[src/rtl/vfifo_pkg.sv]
// Shared defaults, pointer type and pointer comparison helpers for the vfifo read/write sides.
package vfifo_pkg;
  localparam int DEF_DATA_WIDTH = 32;
  localparam int DEF_ADDR_WIDTH = 4;

  // Binary pointer with one extra wrap bit above the RAM address.
  typedef logic [DEF_ADDR_WIDTH:0] ptr_t;

  function automatic logic ptr_empty(input ptr_t w, input ptr_t r);
    return w == r;
  endfunction

  function automatic logic ptr_full(input ptr_t w, input ptr_t r);
    return (w[DEF_ADDR_WIDTH] != r[DEF_ADDR_WIDTH]) &&
           (w[DEF_ADDR_WIDTH-1:0] == r[DEF_ADDR_WIDTH-1:0]);
  endfunction
endpackage

[src/rtl/vfifo_skid_buf.sv]
// Two-entry registered valid/ready buffer with synchronous clear.
// The producer must never push into a full buffer without a same-cycle pop.
module vfifo_skid_buf
  import vfifo_pkg::*;
#(
  parameter int W = DEF_DATA_WIDTH
) (
  input  logic         clk,
  input  logic         rst,
  input  logic         clr,
  input  logic         in_valid,
  input  logic [W-1:0] in_data,
  output logic         out_valid,
  input  logic         out_ready,
  output logic [W-1:0] out_data,
  output logic [1:0]   count
);
  logic [W-1:0] d0, d1;
  logic [1:0]   cnt;
  logic         pop;

  assign pop       = (cnt != 2'd0) && out_ready;
  assign out_valid = (cnt != 2'd0);
  assign out_data  = d0;
  assign count     = cnt;

  // d0 is always the head; d1 only holds data when cnt == 2.
  always_ff @(posedge clk) begin
    if (rst || clr) begin
      cnt <= 2'd0;
      d0  <= '0;
      d1  <= '0;
    end else begin
      case ({in_valid, pop})
        2'b01: begin
          d0  <= d1;
          cnt <= cnt - 2'd1;
        end
        2'b10: begin
          if (cnt == 2'd0) d0 <= in_data;
          else             d1 <= in_data;
          cnt <= cnt + 2'd1;
        end
        2'b11: begin
          if (cnt == 2'd2) begin
            d0 <= d1;
            d1 <= in_data;
          end else begin
            d0 <= in_data;
          end
        end
        default: ;
      endcase
    end
  end
endmodule

[src/rtl/vfifo_ram_reader.sv]
// Read-side controller for the vfifo RAM: issues port-b reads, hides the 1-cycle RAM
// latency behind a 2-entry skid buffer. Optional fill output under VFIFO_RD_FILL_EN.
module vfifo_ram_reader
  import vfifo_pkg::*;
#(
  parameter int DATA_WIDTH = DEF_DATA_WIDTH,
  parameter int ADDR_WIDTH = DEF_ADDR_WIDTH
) (
  input  logic                  clk,
  input  logic                  rst,
  input  logic [ADDR_WIDTH:0]   wr_ptr,
  output logic [ADDR_WIDTH:0]   rd_ptr,
  output logic [ADDR_WIDTH-1:0] adr_b,
  output logic                  rd_en,
  input  logic [DATA_WIDTH-1:0] q_b,
  input  logic                  flush,
  output logic                  m_valid,
  input  logic                  m_ready,
  output logic [DATA_WIDTH-1:0] m_data
`ifdef VFIFO_RD_FILL_EN
  ,
  output logic [ADDR_WIDTH+1:0] fill
`endif
);
  logic       inflight;
  logic       ram_empty;
  logic       pop;
  logic [1:0] buf_cnt;
  logic [2:0] occ;

  assign ram_empty = (wr_ptr == rd_ptr);
  assign pop       = m_valid & m_ready;
  assign occ       = {1'b0, buf_cnt} + {2'b00, inflight};
  // Holding occ <= 2 guarantees the buffer has room when the issued word lands.
  assign rd_en     = !rst && !ram_empty && !flush && ((occ - {2'b00, pop}) < 3'd2);
  assign adr_b     = rd_ptr[ADDR_WIDTH-1:0];

  always_ff @(posedge clk) begin
    if (rst) begin
      rd_ptr   <= '0;
      inflight <= 1'b0;
    end else if (flush) begin
      rd_ptr   <= wr_ptr;
      inflight <= 1'b0;
    end else begin
      if (rd_en) rd_ptr <= rd_ptr + {{ADDR_WIDTH{1'b0}}, 1'b1};
      inflight <= rd_en;
    end
  end

  // A flush clears the buffer in the same edge that drops the in-flight word.
  vfifo_skid_buf #(.W(DATA_WIDTH)) u_skid (
    .clk       (clk),
    .rst       (rst),
    .clr       (flush),
    .in_valid  (inflight),
    .in_data   (q_b),
    .out_valid (m_valid),
    .out_ready (m_ready),
    .out_data  (m_data),
    .count     (buf_cnt)
  );

`ifdef VFIFO_RD_FILL_EN
  always_ff @(posedge clk) begin
    if (rst || flush) fill <= '0;
    else              fill <= {1'b0, wr_ptr - rd_ptr} + {{(ADDR_WIDTH-1){1'b0}}, occ};
  end
`endif
endmodule

[config.mk]
export PLATFORM = sky130hd
export DESIGN_NAME = vfifo_ram_reader
export DESIGN_NICKNAME = d
export VERILOG_FILES = /design/src/rtl/vfifo_pkg.sv /design/src/rtl/vfifo_skid_buf.sv /design/src/rtl/vfifo_ram_reader.sv
export SDC_FILE = /design/constraint.sdc
export NUM_CORES = 1
export LEC_CHECK = 0
export CORE_UTILIZATION = 48
export DETAILED_ROUTE_END_ITERATION = 6
export PLACE_DENSITY = 0.77
export RECOVER_POWER = 100
export SLEW_MARGIN = 20
export SYNTH_ARGS = -nofsm -noshare
export SYNTH_HDL_FRONTEND = slang
export SYNTH_SLANG_ARGS = --single-unit
[constraint.sdc]
create_clock -name clk -period 2.9 [get_ports clk]
set_input_delay 0.58 -clock clk [delete_from_list [all_inputs] [get_ports clk]]
set_output_delay 0.58 -clock clk [all_outputs]
set_load 0.02 [all_outputs]
==> results of run 1 <==
## kinds of logic (layout without fill, tap and decap cells)
family,after synthesis,in the layout,share of synthesized area (%)
mux,34,34,10.87
compound gates,84,84,18.24
buf+inv,36,135,6.262
simple gates,119,119,16.03
fa+ha+maj,2,2,1.024
flops,72,72,45.37
xor+xnor,8,8,2.206
## stage by stage
step	instances	setup slack (ps)	setup TNS, ps	power, mW
floorplan	355	379.7	0	1.252
global placement	498	-600.0	-618.5	1.387
detailed placement	498	-674.5	-823.4	1.392
CTS	531	199.9	0	2.253
global route	531	16.25	0	2.311
finish	531	85.82	0	2.219
## Yosys cell counts, drive strengths merged
| cell | count | area (um2) |
|---|---|---|
| a2111oi | 3 | 38.79 |
| a211oi | 33 | 277.8 |
| a21oi | 41 | 216.5 |
| a41oi | 1 | 8.760 |
| and3 | 1 | 6.260 |
| and4 | 1 | 8.760 |
| buf | 18 | 131.4 |
| clkbuf | 12 | 45.04 |
| dfxtp | 72 | 1441 |
| fa | 1 | 20.02 |
| ha | 1 | 12.51 |
| inv | 6 | 22.52 |
| mux2 | 1 | 15.01 |
| mux2i | 33 | 330.3 |
| nand2 | 68 | 257.8 |
| nand2b | 1 | 6.260 |
| nand3 | 3 | 15.01 |
| nand4 | 1 | 6.260 |
| nand4b | 1 | 8.760 |
| nor2 | 35 | 131.4 |
| nor2b | 1 | 6.260 |
| nor3 | 1 | 5.000 |
| nor3b | 2 | 15.01 |
| nor4 | 1 | 21.27 |
| o21a | 2 | 15.01 |
| o21ai | 3 | 15.01 |
| o21bai | 1 | 7.510 |
| or2 | 3 | 21.27 |
| xnor2 | 2 | 17.52 |
| xor2 | 6 | 52.55 |
## sequential cells by signal, indices dropped and copies added, names as in the netlist
| name | count |
|---|---|
| u_skid.d1 | 32 |
| u_skid.out_data | 32 |
| rd_ptr | 5 |
| u_skid.count | 2 |
| inflight | 1 |
## path summary, 6_finish.rpt
check | start | endpoint | slack, ps | cells past startpoint
worst min-delay path | u_skid.d1[8] | u_skid.d1[8] | 450 | 2
worst min register to register | u_skid.d1[8] | u_skid.d1[8] | 450 | 2
worst max register to register | u_skid.count[0] | u_skid.count[0] | 160 | 20
worst max-delay path | m_ready | rd_en | 90 | 9
## area by class of cell
class	instances	share of cell area (%)
multi-input combinational	247	35.02
sequential	72	33.15
timing repair buffer	113	24.20
clock buffer	11	3.022
tap	77	2.216
clock inverter	5	1.871
inverter	6	0.5180
## tightest hold or removal path, stage by stage, from the launching register on
cell and delay (ps):
dfxtp_1 310, nand2_1 50, a21oi_1 50
## power breakdown
part,switching [mW],internal [mW]
logic,0.170,0.156
clock network,0.376,0.485
registers,0.0185,1.01
## metal layers
layer	share of wire [%]	global-route usage (%)
met1	44	26.32
met2	48	35.92
met3	5.5	5.368
met4	2.0	11.13
met5	0	0
## cells in the final DEF (no fill, tap or decap), types with 2 or more instances in the layout
| cell | netlist | final |
|---|---|---|
| a2111oi_0 | 1 | 2 |
| o21a_1 | 2 | 2 |
| mux2i_1 | 33 | 33 |
| xor2_1 | 6 | 6 |
| nor2_1 | 35 | 35 |
| nand3_1 | 3 | 2 |
| clkbuf_8 | 0 | 9 |
| nor3b_1 | 2 | 2 |
| clkdlybuf4s50_1 | 0 | 38 |
| or2_2 | 2 | 2 |
| buf_4 | 4 | 27 |
| dfxtp_1 | 72 | 72 |
| nand2_1 | 67 | 66 |
| clkbuf_1 | 12 | 3 |
| clkbuf_4 | 0 | 2 |
| nand2_2 | 1 | 2 |
| bufinv_16 | 0 | 2 |
| dlygate4sd3_1 | 0 | 43 |
| o21ai_0 | 3 | 2 |
| a211oi_1 | 27 | 33 |
| inv_1 | 6 | 6 |
| a21oi_1 | 40 | 40 |
## timing repair
item                       CTS  global route
setup endpoints to repair    1             2
gates cloned                 0             0
setup buffers               17             0
pin swaps                    4             0
resized for setup           11             3
==> results.yml, run 1 <==
global_route:
  grt_pass1_wl_mm: 12.00
  first_global_vias: 2566
  grt_max_degree: 65
  grt_overflow: 0
  antenna_found_initial: 0
  track_usage_pct: 21.78
layout:
  final_cell_area_mm2: 0.004348
  seq_area_mm2: 0.001441
  area_growth_pct: 36.86
  drive_above_1_share_pct: 12.78
  fin_nets: 492
  post-route-util_pct: 68.08
  fillCellCount: 514
  multi_input_comb_area_mm2: 0.001523
  num_antenna_cells: 0
sta:
  fmax_mhz: 355.3
  tightest_slew_ps: 636.4
  period_share_pct: 97.04
  fin_crit_ps: 2814
  final_hold_viol_count: 0
  holdWs_ps: 454.4
  setup_viol: 0
  final_max_slew_viol_count: 0
  clock-skew-final_ps: 9.938
  grt_setup_unrepaired: "false"
  relSlewSlack_pct: 57.57
critical_path:
  crit_family: "buffers and inverters"
  crit_fanout: 3
  critPathKind: "primary input to primary output"
  setup.worst_path.end_class: "primary output"
  startpoint_type: "primary input"
  arrival_ps: 2230
  cp_slowest_cell: "fa_2"
  required_ps: 2320
  slowest_delay_ps: 410
  crit_buf_inv: 2
  crit_chain: "dlygate4sd2_1 -> nand3_2 -> o21ai_2 -> nand2_2 -> fa_2 -> xnor2_2 -> nand3_1 -> a21oi_4 -> buf_6"
route:
  firstDrtPassIters: 4
  vias_per_cell: 5.224
  ant_nets: 0
  first_iter_violations: 75
  avgRoutedWirePerCell_um: 13.90
  detail_route.wirelength_mm: 7.383
  num_vias: 2774
  drc: 0
floorplanning:
  initial_core_util_pct: 49.75
  io_pins: 84
  die_w_um: 83.36
  core-area_mm2: 0.006386
  die_area_mm2: 0.006948
  fp.dieH_um: 83.36
  std_cell_rows: 29
placement:
  port_buffers: 83
  hpwl_mm: 4.476
  placed_area_mm2: 0.004039
  gp_congestion: 0.7705
clock_tree:
  cts_tree: "yes"
  clk_latency_ps: 350
  cts.path.max_buffers: 2
  hold_buffers: 0
  cts_max_level: 3
  clock-root-buffer: "clkbuf_8"
  cts_sinks: 72
  path_clk_slew_ps: 70
  cts_buffers: 9
yosys:
  syn-num-nets: 398
  syn_avg_cell_area_um2: 8.949
  synth_warnings: 0
  synth.distinct_cells: 37
  netlist_instances: 355
  synth_area_mm2: 0.003177
  yosysSeqAreaShare_pct: 45.37
  ys_ff_latch: 72
power:
  power_density_mw_per_mm2: 510.4
  ir_drop_mv: 0.3918
  p_leak_nw: 1.806
flow_run:
  max_cap_violations: 0
min_path:
  hold_path.class: "flip-flop to flip-flop"
outcome:
  outcome: "completed"
(Power assumes the default switching activity.)
==> run 2, diff against run 1 <==
- TNS_END_PERCENT: default -> 50
==> results of run 2 <==
No change in the layout: final DEF, timing and power equal those of run 1.
